`src/rtl/i2c_pkg.sv`:
```
// Shared types for the two-master I2C bridge arbiter: FSM encoding, per-port
// bus event bundle and the master-port count.
package i2c_pkg;

  localparam int NUM_MASTERS = 2;

  typedef enum logic [2:0] {
    IDLE,
    REPLAY_SDA,
    REPLAY_SCL,
    GRANT,
    FREE
  } arb_state_e;

  typedef struct packed {
    logic start;
    logic stop;
    logic scl_edge;
  } bus_evt_t;

endpackage

```
`src/rtl/i2c_bus_monitor.sv`:
```
// Synchronises one upstream master port's SCL/SDA and reports START, STOP and
// SCL edges; events appear three clocks after the pin changes.
module i2c_bus_monitor
  import i2c_pkg::*;
(
  input  logic     clk,
  input  logic     reset,
  input  logic     scl_in,
  input  logic     sda_in,
  output logic     scl_sync,
  output bus_evt_t evt
);

  logic scl_p0, scl_p1, scl_p2;
  logic sda_p0, sda_p1, sda_p2;

  // p0/p1: metastability synchroniser, p2: previous level for edge detection.
  // Flops reset to the idle-high bus level so reset release never fakes an event.
  always_ff @(posedge clk) begin
    if (reset) begin
      scl_p0 <= 1'b1;
      scl_p1 <= 1'b1;
      scl_p2 <= 1'b1;
      sda_p0 <= 1'b1;
      sda_p1 <= 1'b1;
      sda_p2 <= 1'b1;
    end else begin
      scl_p0 <= scl_in;
      scl_p1 <= scl_p0;
      scl_p2 <= scl_p1;
      sda_p0 <= sda_in;
      sda_p1 <= sda_p0;
      sda_p2 <= sda_p1;
    end
  end

  assign scl_sync     = scl_p1;
  assign evt.start    = sda_p2 & ~sda_p1 & scl_p1 & scl_p2;
  assign evt.stop     = ~sda_p2 & sda_p1 & scl_p1 & scl_p2;
  assign evt.scl_edge = scl_p1 ^ scl_p2;

endmodule

```
`src/rtl/i2c_bridge_arbiter.sv`:
```
// Grants one shared downstream I2C segment to one of two upstream masters per
// transaction, stretching the loser's SCL and replaying its START downstream.
module i2c_bridge_arbiter
  import i2c_pkg::*;
#(
  parameter int BUS_FREE_CYCLES   = 16,
  parameter int START_HOLD_CYCLES = 16,
  parameter int TIMEOUT_CYCLES    = 65535,
  parameter int CNT_W             = 16
) (
  input  logic       clk,
  input  logic       reset,
  input  logic       scl_m0_in,
  input  logic       sda_m0_in,
  input  logic       scl_m1_in,
  input  logic       sda_m1_in,
  output logic [1:0] bridge_en,
  output logic [1:0] scl_hold,
  output logic       scl_dn_low,
  output logic       sda_dn_low,
  output logic       owner,
  output logic       busy,
  output logic       timeout
);

  // Counters load N-1 and leave their state on the cycle they read 0,
  // so each phase lasts exactly N clocks.
  localparam logic [CNT_W-1:0] HOLD_LOAD = CNT_W'(START_HOLD_CYCLES - 1);
  localparam logic [CNT_W-1:0] FREE_LOAD = CNT_W'(BUS_FREE_CYCLES - 1);
  localparam logic [CNT_W-1:0] TO_LOAD   = CNT_W'(TIMEOUT_CYCLES - 1);

  logic [NUM_MASTERS-1:0] scl_sync;
  bus_evt_t               evt [NUM_MASTERS];

  arb_state_e             state, state_nxt;
  logic [CNT_W-1:0]       cnt, cnt_nxt;
  logic [NUM_MASTERS-1:0] pend, pend_nxt;
  logic                   owner_nxt;
  logic                   timeout_nxt;

  i2c_bus_monitor u_mon0 (
    .clk      (clk),
    .reset    (reset),
    .scl_in   (scl_m0_in),
    .sda_in   (sda_m0_in),
    .scl_sync (scl_sync[0]),
    .evt      (evt[0])
  );

  i2c_bus_monitor u_mon1 (
    .clk      (clk),
    .reset    (reset),
    .scl_in   (scl_m1_in),
    .sda_in   (sda_m1_in),
    .scl_sync (scl_sync[1]),
    .evt      (evt[1])
  );

  always_ff @(posedge clk) begin
    if (reset) begin
      state   <= IDLE;
      pend    <= '0;
      owner   <= 1'b0;
      timeout <= 1'b0;
    end else begin
      state   <= state_nxt;
      pend    <= pend_nxt;
      owner   <= owner_nxt;
      timeout <= timeout_nxt;
    end
  end

  always_ff @(posedge clk) begin
    cnt <= cnt_nxt;
  end

  always_comb begin
    state_nxt   = state;
    cnt_nxt     = cnt;
    owner_nxt   = owner;
    timeout_nxt = 1'b0;
    // A START from the active owner is a repeated START and passes through.
    for (int n = 0; n < NUM_MASTERS; n++) begin
      pend_nxt[n] = pend[n] | (evt[n].start & ~(state == GRANT && owner == 1'(n)));
    end

    case (state)
      IDLE: begin
        if (|pend) begin
          owner_nxt = (&pend) ? ~owner : pend[1];
          cnt_nxt   = HOLD_LOAD;
          state_nxt = REPLAY_SDA;
        end
      end
      REPLAY_SDA: begin
        if (cnt == '0) begin
          cnt_nxt   = HOLD_LOAD;
          state_nxt = REPLAY_SCL;
        end else begin
          cnt_nxt = cnt - 1'b1;
        end
      end
      REPLAY_SCL: begin
        if (cnt == '0) begin
          cnt_nxt   = TO_LOAD;
          state_nxt = GRANT;
        end else begin
          cnt_nxt = cnt - 1'b1;
        end
      end
      GRANT: begin
        pend_nxt[owner] = 1'b0;
        if (evt[owner].stop) begin
          cnt_nxt   = FREE_LOAD;
          state_nxt = FREE;
        end else if (evt[owner].scl_edge) begin
          cnt_nxt = TO_LOAD;
        end else if (cnt == '0) begin
          cnt_nxt     = FREE_LOAD;
          state_nxt   = FREE;
          timeout_nxt = 1'b1;
        end else begin
          cnt_nxt = cnt - 1'b1;
        end
      end
      FREE: begin
        if (evt[owner].start) begin
          cnt_nxt = FREE_LOAD;
        end else if (cnt == '0) begin
          state_nxt = IDLE;
        end else begin
          cnt_nxt = cnt - 1'b1;
        end
      end
      default: state_nxt = IDLE;
    endcase
  end

  // Drives are decoded from registered state so every release lands on the
  // same cycle as the state change that causes it.
  always_comb begin
    bridge_en = '0;
    if (state == GRANT) bridge_en[owner] = 1'b1;
    for (int n = 0; n < NUM_MASTERS; n++) begin
      scl_hold[n] = pend[n] & ~scl_sync[n] & ~(state == GRANT && owner == 1'(n));
    end
  end

  assign sda_dn_low = (state == REPLAY_SDA) || (state == REPLAY_SCL);
  assign scl_dn_low = (state == REPLAY_SCL);
  assign busy       = (state != IDLE);

endmodule

```
`config.mk`:
```
export PLATFORM = sky130hd
export DESIGN_NAME = i2c_bridge_arbiter
export DESIGN_NICKNAME = d
export VERILOG_FILES = /design/src/rtl/i2c_pkg.sv /design/src/rtl/i2c_bus_monitor.sv /design/src/rtl/i2c_bridge_arbiter.sv
export SDC_FILE = /design/constraint.sdc
export NUM_CORES = 1
export LEC_CHECK = 0
export ABC_AREA = 1
export CAP_MARGIN = 20
export CORE_MARGIN = 2
export CORE_UTILIZATION = 30
export DETAILED_ROUTE_END_ITERATION = 8
export GPL_TIMING_DRIVEN = 0
export PLACE_DENSITY = 0.54
export SYNTH_ARGS = -nofsm -noshare
export SYNTH_HDL_FRONTEND = slang
export SYNTH_HIERARCHICAL = 1
export SYNTH_SLANG_ARGS = --single-unit
```
`constraint.sdc`:
```
create_clock -name clk -period 7 [get_ports clk]
set_clock_uncertainty 0.2 [all_clocks]
set_input_delay 1.4 -clock clk [delete_from_list [all_inputs] [get_ports clk]]
set_output_delay 1.4 -clock clk [all_outputs]
set_load 0.1 [all_outputs]
```
# Word level (Yosys, flattened, before mapping)
# Index checks and enable logic that the tools add are counted.
[totals]
ff_bits = 35
latchBits = 0
ramBits = 0
romBits = 0
in_bits = 6
output_inout_bits = 9
wordCells = 108
memories = 0
[op_classes]
n_addsub = 1
mul = 0
div = 0
n_lt_le_gt_ge = 3
eq_ne = 12
shift = 0
mux = 26
bitwise_logic = 35
reduce_logical = 14
[op_table]
columns = ["cell", "count"]
rows = [
  ["$mux 16", 7],
  ["$pmux 16 s5", 1],
  ["$mux 3", 11],
  ["$and 1x1->1", 18],
  ["$logic_not 16->1", 1],
  ["$sub 16x1->16 const B", 1],
  ["$pmux 3 s5", 1],
  ["$not 1->1", 10],
  ["$ne 2x2->1 const B", 4],
  ["$reduce_and 7->1", 1],
  ["$eq 3x2->1 const B", 2],
  ["$reduce_bool 5->1", 1],
  ["$mux 2", 2],
  ["$reduce_and 2->1", 2],
  ["$reduce_or 4->1", 1],
  ["$eq 3x1->1 const B", 1],
  ["$eq 3x3->1 const B", 1],
  ["$logic_and 1x1->1", 3],
  ["$logic_not 3->1", 1],
  ["$mux 1", 3],
  ["$ne 3x1->1 const B", 1],
  ["$ne 3x2->1 const B", 1],
  ["$ne 3x3->1 const B", 1],
  ["$reduce_and 3->1", 1],
  ["13 further kinds", 15],
]

# Logic depth before layout (Yosys ltp)
# Gate-level depths: netlist (run 1).
[logic_depth]
word_depth = 10
ltp_mapped = 12
ltp_nobuf = 12

# By module
# Netlist (run 1), hierarchy kept.
[modules_own_cells]
columns = ["mod", "n_inst", "cells_each", "area_per_inst_um2", "seq_area_each_um2"]
rows = [
  ["i2c_bridge_arbiter", 1, 232, 1654.1, 620.6],
  ["i2c_bus_monitor", 2, 25, 201.4, 120.1],
]

# Least setup slack after synthesis (run 1)
# OpenSTA, ideal clock, no wires.
[synth_timing]
path_kind = "register to output"
startpoint = "register owner"
endpoint = "output port scl_hold[0]"
arrival_ns = 4.030
required_time_ns = 5.400
setup_slack_ns = 1.370
path_stages_with_launch = 3
path_buffers = 0
path_cell_list = "dfxtp_1 nor2_1 nor3_1"
[synth_between]
elab_chain_len = 4
[synth_lines]
columns = ["item", "line", "rtl"]
rows = [
  ["start: declaration", "i2c_bridge_arbiter.sv:21", "output logic owner,"],
  ["start signal: assignment", "i2c_bridge_arbiter.sv:68", "owner <= owner_nxt;"],
  ["$not 1->1", "i2c_bridge_arbiter.sv:145", "scl_hold[n] = pend[n] & ~scl_sync[n] & ~(state == GRANT && owner == 1'(n));"],
  ["$logic_and 1x1->1", "i2c_bridge_arbiter.sv:145", ""],
  ["$not 1->1", "i2c_bridge_arbiter.sv:145", ""],
  ["$and 1x1->1", "i2c_bridge_arbiter.sv:145", ""],
  ["end: declaration", "i2c_bridge_arbiter.sv:18", "output logic [1:0] scl_hold,"],
]
# No other way between the ends.

# Worst setup path after layout (run 1)
[layout_timing]
startpoint = "register state[2]"
endpoint = "output port scl_hold[0]"
[layout_between]
elab_chain_len = 4
[layout_lines]
columns = ["item", "line", "rtl"]
rows = [
  ["start: declaration", "i2c_bridge_arbiter.sv:35", "arb_state_e state, state_nxt;"],
  ["start signal: assignment", "i2c_bridge_arbiter.sv:66", "state <= state_nxt;"],
  ["$eq 3x2->1", "i2c_bridge_arbiter.sv:145", ""],
  ["$logic_and 1x1->1", "i2c_bridge_arbiter.sv:145", ""],
  ["$not 1->1", "i2c_bridge_arbiter.sv:145", ""],
  ["$and 1x1->1", "i2c_bridge_arbiter.sv:145", ""],
]
# No other way between the ends.

==> out/metrics.yaml, run 1 <==
drt:
  drt_pass1_iterations: 4
  antenna_left: 0
  routed_wl_mm: 4.30
  vias: 1742
  post_drt_wl_per_cell_um: 11.2
  drt_iter0_drc: 83
  drc_errors: 0
  via_per_inst: 4.52
die:
  initial_core_util_pct: 30.6
  die_x_um: 86.8
  die_h_um: 86.8
  ios: 15
  die-area_um2: 7540
  rows: 30
  core-area_um2: 6720
clock_tree:
  cts_tree: "built"
  cts_buffer_depth: 2
  hold_buffers: 0
  clock_sinks: 35
  cts_buffers: 5
  clkTransAtPathRegs_ns: 0.08
  clock_latency_ns: 0.30
  cts-root-buf: "clkbuf_8"
  cts_setup_buffers: 0
  cts-resized-gates: 0
  htreeDepth: 2
sta:
  fmax_ghz: 0.239
  finalSetupViolCount: 0
  fin_hold_ws_ns: 0.207
  final.period_utilization_pct: 59.8
  finalSetupTns_ns: 0
  period_minus_slack_ns: 4.19
  finalMaxSlewViolations: 0
  worstMarginPinSlew_ns: 0.972
  hold_violations: 0
  rsz0062_at_grt: "false"
  slew_headroom_pct: 35.0
cells_and_area:
  antenna-diode-count: 0
  top_register: "cnt"
  finalNetCount: 311
  syn2layout_area_growth_pct: 17.3
  drive_gt1_share_pct: 10.5
  largestRegisters: "cnt (16), state (3), pend (2)"
  fillers: 713
  largest_reg_flops: 16
synthesis:
  async_flop_share_pct: 0
  yosysWarnings: 6
  ys_seq_area_share_pct: 41.8
  yosysMostFrequentCell: "nand2_1"
  syn_avg_cell_area_um2: 7.29
  synth-seq-cells: 35
  synthFlopType: "dfxtp_1"
  yosys-top-cells-count: "nand2_1 (71), inv_1 (48), nor2_1 (38)"
  post-synth-top-area-cell: "edfxtp_1"
  synth_edf_count: 16
  yosys.cell_types.count: 30
  synth_nets: 289
  synth.cell_area_um2: 2060
  synth_area_leaders: "edfxtp_1 (23%), dfxtp_1 (18%), nand2_1 (13%), inv_1 (8.8%), nor2_1 (6.9%)"
  netlist_instances: 282
  yosysTopAreaCellShare_pct: 23.4
placement:
  gp_congestion: 0.795
  hpwl_mm: 3.14
  port_buffers: 14
hold_path:
  hold_depth: 1
  hp-class: "reg2reg"
  hp-start: "u_mon1/sda_p0"
  holdPathEnd: "u_mon1/sda_p1"
setup_path:
  end_kind: "primary output"
  timing.rr.start: "cnt[0]"
  r2r_cells: 10
  critPathTopFamily: "buffers and inverters"
  r2r_end: "cnt[13]"
  required_ns: 5.40
  cp.arrival_ns: 2.59
  path_class: "reg2out"
  path_buf_inv: 2
  crit_slowest_cell: "clkdlybuf4s50_1"
  r2r_slack_ns: 4.72
  path_max_fanout: 6
  worstSetupStartpointType: "flip-flop"
  path_cells: "inv_1 > nand3_1 > nor2_1 > nor3_1 > clkdlybuf4s50_1"
  max_stage_delay_ns: 1.17
power:
  vdd_drop_max_mv: 0.0919
  cellPowerDensity_nw_per_um2: 388
  leakagePower_nw: 1.17
global_routing:
  grt_usage_pct: 12.6
  grt_pass1_vias: 1700
  grt_pass1_wl_mm: 7.42
  grt_overflow: 0
  grt_max_degree: 17
  antenna_found_initial: 0
flow_run:
  max_cap_viol_count: 0
status:
  outcome: "complete, no violations"
==> through the flow <==
| stage | power [mW] | std cells | setup slack, ns | util (%) | area [µm²] |
|---|---|---|---|---|---|
| global route | 1.01 | 385 | 2.65 | 35.9 | 2410 |
| finish | 0.937 | 385 | 2.81 | 35.9 | 2410 |
| global placement | 0.760 | 376 | 3.17 | 34.2 | 2300 |
| CTS | 0.944 | 385 | 2.80 | 35.9 | 2410 |
| floorplan | 0.674 | 282 | 1.37 | - | 2060 |
| detailed placement | 0.778 | 377 | 3.15 | 34.5 | 2320 |
==> layer usage <==
layer / global-route usage, % / wire [µm] / vias up / share of wire [%]
met1: 16.2 / 2110 / 779 / 49
met2: 20.1 / 1970 / 29 / 46
li1: - / - / 926 / -
met5: 0 / 0 / - / 0
met3: 2.86 / 161 / 8 / 3.7
met4: 5.40 / 61 / 0 / 1.4
==> cell type report <==
| type | instances | area [µm²] | share of cell area [%] |
|---|---|---|---|
| tap | 80 | 100 | 4.15 |
| clock inverter | 2 | 15.0 | 0.622 |
| multi-input combinational | 194 | 990 | 41.0 |
| sequential | 35 | 861 | 35.7 |
| buffer | 3 | 22.5 | 0.933 |
| inverter | 50 | 188 | 7.78 |
| clock buffer | 6 | 82.6 | 3.42 |
| timing repair buffer | 15 | 155 | 6.43 |
==> worst max path at each step <==
stage | from | endpoint | cells after the start
floorplan | owner | scl_hold[0] | 2
global placement | state[2] | scl_hold[0] | 5
detailed placement | state[2] | scl_hold[0] | 5
CTS | state[2] | scl_hold[0] | 5
global route | state[2] | scl_hold[0] | 5
finish | state[2] | scl_hold[0] | 5
==> placed cells by master (no fill, tap or decap), types with 6 or more instances in the layout <==
cell type	count
clkbuf_8	6
clkdlybuf4s50_1	14
dfxtp_1	19
edfxtp_1	16
inv_1	48
nand2_1	71
nand3_1	8
nor2_1	38
o21ai_0	19
o21ai_2	11
or2_1	9
xor2_1	11
==> cells by family (layout without fill, tap and decap cells) <==
kind of cell               after synthesis  count (layout)  share of synthesized area (%)
adders and majority gates                1               1                          0.608
and+or+nand+nor                        141             141                           29.2
AOI/OAI and AO/OA                       38              38                           12.2
DFF                                     35              35                           41.8
xor gates and xnor gates                14              14                           5.96
buffers and inverters                   53              76                           10.2
==> where the power goes <==
| group | total (mW) | leakage (nW) | switching, mW | internal, mW |
|---|---|---|---|---|
| Sequential | 0.344 | 0.315 | 0.0452 | 0.298 |
| Combinational | 0.429 | 0.801 | 0.290 | 0.138 |
| Clock | 0.164 | 0.0517 | 0.0838 | 0.0807 |
| Total | 0.937 | 1.17 | 0.419 | 0.517 |
Note: power is estimated with default switching activity, not from simulation.
==> run 2, diff against run 1 <==
- PLACE_DENSITY: 0.54 -> 0.56
- clock period: 7 -> 3.4 ns (I/O delays scaled with it)
==> out/metrics.yaml, run 2 (same netlist as run 1, synthesis figures left out) <==
global_routing:
  antenna_found_initial: 0  # unchanged
  grt_pass1_vias: 1695  # was 1700
  grt_usage_pct: 12.7  # was 12.6%
  grt_overflow: 0  # unchanged
  grt_pass1_wl_mm: 7.51  # was 7.42 mm
  grt_max_degree: 16  # was 17
power:
  comb_power_share_pct: 45.5  # was 45.8%
  sw_frac_of_total_pct: 44.2  # was 44.8%
  intPower_mw: 1.09  # was 517 µW
  p_switching_uw: 865  # was 419 µW
  vdd_drop_max_mv: 0.293  # was 0.0919 mV
  leakagePower_nw: 1.22  # was 1.17 nW
  seqPwrFrac_pct: 36.1  # was 36.7%
  cellPowerDensity_nw_per_um2: 802  # was 388 nW/µm²
  p_clk_share_pct: 18.4  # was 17.6%
clock_tree:
  htreeDepth: 2  # unchanged
  clkTransAtPathRegs_ns: 0.08  # about the same
  cts_buffers: 5  # unchanged
  cts_setup_buffers: 0  # unchanged
  cts-root-buf: "clkbuf_8"  # unchanged
  clock_latency_ns: 0.29  # was 0.30 ns
  clock_sinks: 35  # unchanged
  cts_tree: "built"  # unchanged
  cts_buffer_depth: 2  # unchanged
placement:
  port_buffers: 14  # unchanged
  hpwl_mm: 3.21  # was 3.14 mm
  gp_congestion: 0.793  # was 0.795
  place_area_um2: 2330  # was 2320 µm²
cells_and_area:
  fillers: 677  # was 713
  fin_area_um2: 2440  # was 2410 µm²
  drive_gt1_share_pct: 11.8  # was 10.5%
  final_cell_mix: "nand2_1 (71), inv_1 (48), nor2_1 (36)"  # was nand2_1 (71), inv_1 (48), nor2_1 (38)
  largestRegisters: "cnt (16), state (3), pend (2)"  # unchanged
  antenna-diode-count: 0  # unchanged
  largest_reg_flops: 16  # unchanged
  finalNetCount: 311  # unchanged
  final_common_cell: "nand2_1"  # unchanged
  top_register: "cnt"  # unchanged
  syn2layout_area_growth_pct: 18.7  # was 17.3%
sta:
  rsz0062_at_grt: "false"  # unchanged
  finalMaxSlewViolations: 0  # unchanged
  fmax_ghz: 0.307
  finalSetupTns_ns: 0  # unchanged
  slew_headroom_pct: 34.5  # was 35.0%
  fin_hold_ws_ns: 0.210  # was 0.207 ns
  hold_violations: 0  # unchanged
  finalSetupViolCount: 0  # unchanged
  period_minus_slack_ns: 3.26
  worstMarginPinSlew_ns: 0.980  # was 0.972 ns
  final.period_utilization_pct: 95.9
die:
  ios: 15  # unchanged
  die_x_um: 86.8  # unchanged
  core-area_um2: 6720  # unchanged
  die-area_um2: 7540  # unchanged
  initial_core_util_pct: 30.6  # unchanged
  rows: 30  # unchanged
  die_h_um: 86.8  # unchanged
setup_path:
  end_kind: "primary output"  # unchanged
  path_class: "reg2out"  # unchanged
  required_ns: 2.52  # was 5.40 ns
  max_stage_delay_ns: 1.15  # was 1.17 ns
  path_cells: "inv_1 > nand3_1 > nor2_2 > clkdlybuf4s50_1"  # was inv_1 > nand3_1 > nor2_1 > nor3_1 > clkdlybuf4s50_1
  worstSetupStartpointType: "flip-flop"  # unchanged
  crit_slowest_cell: "clkdlybuf4s50_1"  # unchanged
  cp.arrival_ns: 2.38  # was 2.59 ns
  path_max_fanout: 6  # unchanged
hold_path:
  hp-class: "reg2reg"  # unchanged
status:
  outcome: "complete, no violations"  # unchanged
drt:
  drc_errors: 0  # unchanged
  vias: 1762  # was 1742
  antenna_left: 0  # unchanged
  drt_pass1_iterations: 4  # unchanged
  drt_iter0_drc: 93  # was 83
  routed_wl_mm: 4.27  # was 4.30 mm
  via_per_inst: 4.58  # was 4.52
  post_drt_wl_per_cell_um: 11.1  # was 11.2 µm
flow_run:
  max_cap_viol_count: 0  # unchanged
-- run 2: changes by cell type in the layout (fill, tap and decap cells not counted) --
| cell | delta |
|---|---|
| dlygate4sd2_1 | +1 |
| dlymetal6s2s_1 | +2 |
| nor3_1 | -1 |
| nor2_2 | +2 |
| nor2_1 | -2 |
| inv_4 | -1 |
| clkbuf_16 | +1 |
| dfxtp_1 | -1 |
| nor3_2 | +1 |
| dfxtp_2 | +1 |
| clkbuf_8 | -1 |
| clkdlybuf4s50_1 | -3 |
| inv_6 | +1 |
-- run 2: critical path: cells and delay by family (launching register included) --
family                 cells  cell delay, ns
and+or+nand+nor            2            0.43
DFF                        1            0.39
buffers and inverters      2            1.27
-- run 2: final cells by class --
type,count,area (µm²),share of cell area (%)
plain buffers,3,22.5,0.922
multi-input cells,194,1000,40.9
inverters,50,188,7.68
flip-flops and latches,35,862,35.3
well taps,80,100,4.10
clock buffers,6,93.8,3.84
clock inverters,2,17.5,0.717
repair buffers,15,159,6.51
-- run 2: path summary, 6_finish.rpt --
check	start	to	slack (ns)	cells after the start
max	state[2]	bridge_en[1]	0.14	4
min	u_mon0/sda_p0	u_mon0/sda_p1	0.21	1
min reg2reg	u_mon0/sda_p0	u_mon0/sda_p1	0.21	1
max reg2reg	cnt[0]	cnt[15]	1.07	10
-- run 2: what timing repair did --
| action | CTS | global route |
|---|---|---|
| resized for setup | 1 | 2 |
| pin swaps | 0 | 0 |
| hold buffers | 0 | 0 |
| endpoints found under the hold margin | 0 | 0 |
| setup endpoints to repair | 1 | 2 |
-- run 2: per-stage QoR --
step / setup WS, ns / utilization [%] / instances / total power [mW]
3_5_place_dp: 0.298 / 34.6 / 377 / 1.61
6_report: 0.140 / 36.4 / 385 / 1.96
5_1_grt: 0.0269 / 36.4 / 385 / 2.12
3_3_place_gp: 0.307 / 34.4 / 376 / 1.57
2_1_floorplan: 0.122 / - / 282 / 1.39
4_1_cts: 0.0192 / 36.3 / 385 / 1.98
-- run 2: metal layers --
layer | vias up | wire (µm) | share of wire (%) | track usage [%]
met5 | - | 0 | 0 | 0
met4 | 0 | 89 | 2.1 | 5.11
met3 | 8 | 149 | 3.5 | 3.05
met2 | 29 | 2030 | 47 | 21.1
met1 | 797 | 2000 | 47 | 15.8
li1 | 928 | - | - | -
-- run 2: power groups by stage --
stage | logic (mW) | registers [mW] | clock network (mW)
finish | 0.892 | 0.707 | 0.359
global route | 0.998 | 0.728 | 0.393
CTS | 0.897 | 0.708 | 0.377
detailed placement | 0.893 | 0.718 | 0
global placement | 0.848 | 0.720 | 0
floorplan | 0.683 | 0.705 | 0
==> run 3, diff against run 2 <==
- CTS_CLUSTER_DIAMETER: default -> 50
- SLEW_MARGIN: default -> 25
==> out/metrics.yaml, run 3 (same netlist as run 1, synthesis figures left out) <==
cells_and_area:
  final_cell_mix: "nand2_1 (71), inv_1 (48), nor2_1 (36)"  # unchanged
  final_cell_count_no_fill: 385  # unchanged
  top_register: "cnt"  # unchanged
  largest_reg_flops: 16  # unchanged
  finalNetCount: 311  # unchanged
  largestRegisters: "cnt (16), state (3), pend (2)"  # unchanged
  antenna-diode-count: 0  # unchanged
  final_common_cell: "nand2_1"  # unchanged
  syn2layout_area_growth_pct: 18.6  # was 18.7%
  drive_gt1_share_pct: 11.8  # unchanged
setup_path:
  worstSetupStartpointType: "flip-flop"  # unchanged
  cp.arrival_ns: 2.41  # was 2.38 ns
  required_ns: 2.52  # about the same
  path_class: "reg2out"  # unchanged
  end_kind: "primary output"  # unchanged
  path_max_fanout: 6  # unchanged
power:
  leakagePower_nw: 1.22  # about the same
  vdd_drop_max_mv: 0.236  # was 0.293 mV
  cellPowerDensity_nw_per_um2: 804  # was 802 nW/µm²
  p_total_mw: 1.96  # about the same
clock_tree:
  clkTransAtPathRegs_ns: 0.08  # about the same
  clock_sinks: 35  # unchanged
  cts_buffers: 5  # unchanged
  htreeDepth: 2  # unchanged
  clock_latency_ns: 0.29  # about the same
  cts_setup_buffers: 0  # unchanged
  cts-root-buf: "clkbuf_8"  # unchanged
  cts_tree: "built"  # unchanged
  cts_buffer_depth: 2  # unchanged
die:
  initial_core_util_pct: 30.6  # unchanged
  ios: 15  # unchanged
  die-area_um2: 7540  # unchanged
  die_x_um: 86.8  # unchanged
  core-area_um2: 6720  # unchanged
  rows: 30  # unchanged
  die_h_um: 86.8  # unchanged
status:
  outcome: "complete, no violations"  # unchanged
sta:
  rsz0062_at_grt: "false"  # unchanged
  hold_violations: 0  # unchanged
  finalSetupTns_ns: 0  # unchanged
  final.period_utilization_pct: 96.6  # was 95.9%
  period_minus_slack_ns: 3.29  # was 3.26 ns
  slew_headroom_pct: 34.5  # about the same
  fmax_ghz: 0.304  # was 0.307 GHz
  worstMarginPinSlew_ns: 0.980  # about the same
  finalMaxSlewViolations: 0  # unchanged
  finalSetupViolCount: 0  # unchanged
global_routing:
  grt_pass1_vias: 1727  # was 1695
  grt_max_degree: 16  # unchanged
  antenna_found_initial: 0  # unchanged
  grt_pass1_wl_mm: 7.60  # was 7.51 mm
  grt_overflow: 0  # unchanged
  grt_usage_pct: 12.8  # was 12.7%
flow_run:
  max_cap_viol_count: 0  # unchanged
drt:
  routed_wl_mm: 4.34  # was 4.27 mm
  drt_pass1_iterations: 4  # unchanged
  drt_iter0_drc: 75  # was 93
  via_per_inst: 4.57  # was 4.58
  post_drt_wl_per_cell_um: 11.3  # was 11.1 µm
  drc_errors: 0  # unchanged
  vias: 1761  # was 1762
  antenna_left: 0  # unchanged
placement:
  hpwl_mm: 3.19  # was 3.21 mm
  port_buffers: 14  # unchanged
  dp.cells: 377  # unchanged
  gp_congestion: 0.793  # unchanged
hold_path:
  hp-class: "reg2reg"  # unchanged
-- run 3: cell type report --
type                            count  area (µm²)
Timing Repair Buffer               15         155
Buffer                              3        22.5
Tap cell                           80         100
Inverter                           50         188
Fill cell                         696        4280
Multi-Input combinational cell    194        1000
Sequential cell                    35         862
Clock buffer                        7         108
Clock inverter                      1        5.00
-- run 3: critical path, cell delays in order (launching register included) --
cell and delay (ns):
dfxtp_1 0.39, inv_1 0.13, nand3_1 0.26, nor2_2 0.18, clkdlybuf4s50_1 1.15
-- run 3: what timing repair did --
| action | CTS | global route |
|---|---|---|
| cloned | 0 | 0 |
| setup endpoints to repair | 1 | 2 |
| resized for setup | 1 | 2 |
| hold buffers | 0 | 0 |
-- run 3: routing by layer --
metal  track usage, %  share of wire [%]  vias up  wire [µm]
li1                 -                  -      928          -
met1             15.7                 47      798       2040
met2             21.6                 48       28       2070
met3             3.05                3.4        7        149
met4             4.97                1.8        0         79
met5                0                  0        -          0
-- run 3: through the flow --
stage | worst slack (ns) | cell area, µm² | utilization [%] | hold slack, ns
2_1_floorplan | 0.122 | 2070 | - | 0.183
5_1_grt | 0.0208 | 2440 | 36.3 | 0.219
6_report | 0.115 | 2440 | 36.3 | 0.205
4_1_cts | 0.0244 | 2430 | 36.2 | 0.209
3_3_place_gp | 0.307 | 2310 | 34.4 | 0.184
3_5_place_dp | 0.291 | 2320 | 34.6 | 0.190
-- run 3: path summary, 6_finish.rpt --
kind	start	endpoint	slack, ns	depth (start not counted)
setup / recovery	state[2]	bridge_en[1]	0.11	4
hold / removal	u_mon0/scl_p0	u_mon0/scl_sync	0.20	1
setup reg to reg	cnt[0]	cnt[12]	1.02	8
hold reg to reg	u_mon0/scl_p0	u_mon0/scl_sync	0.20	1
-- run 3: where the power goes --
group | switching (mW) | total (mW) | leakage [nW] | internal [mW]
combinational | 0.606 | 0.885 | 0.841 | 0.279
sequential | 0.0955 | 0.711 | 0.316 | 0.616
clock | 0.158 | 0.366 | 0.0594 | 0.208
total | 0.860 | 1.96 | 1.22 | 1.10
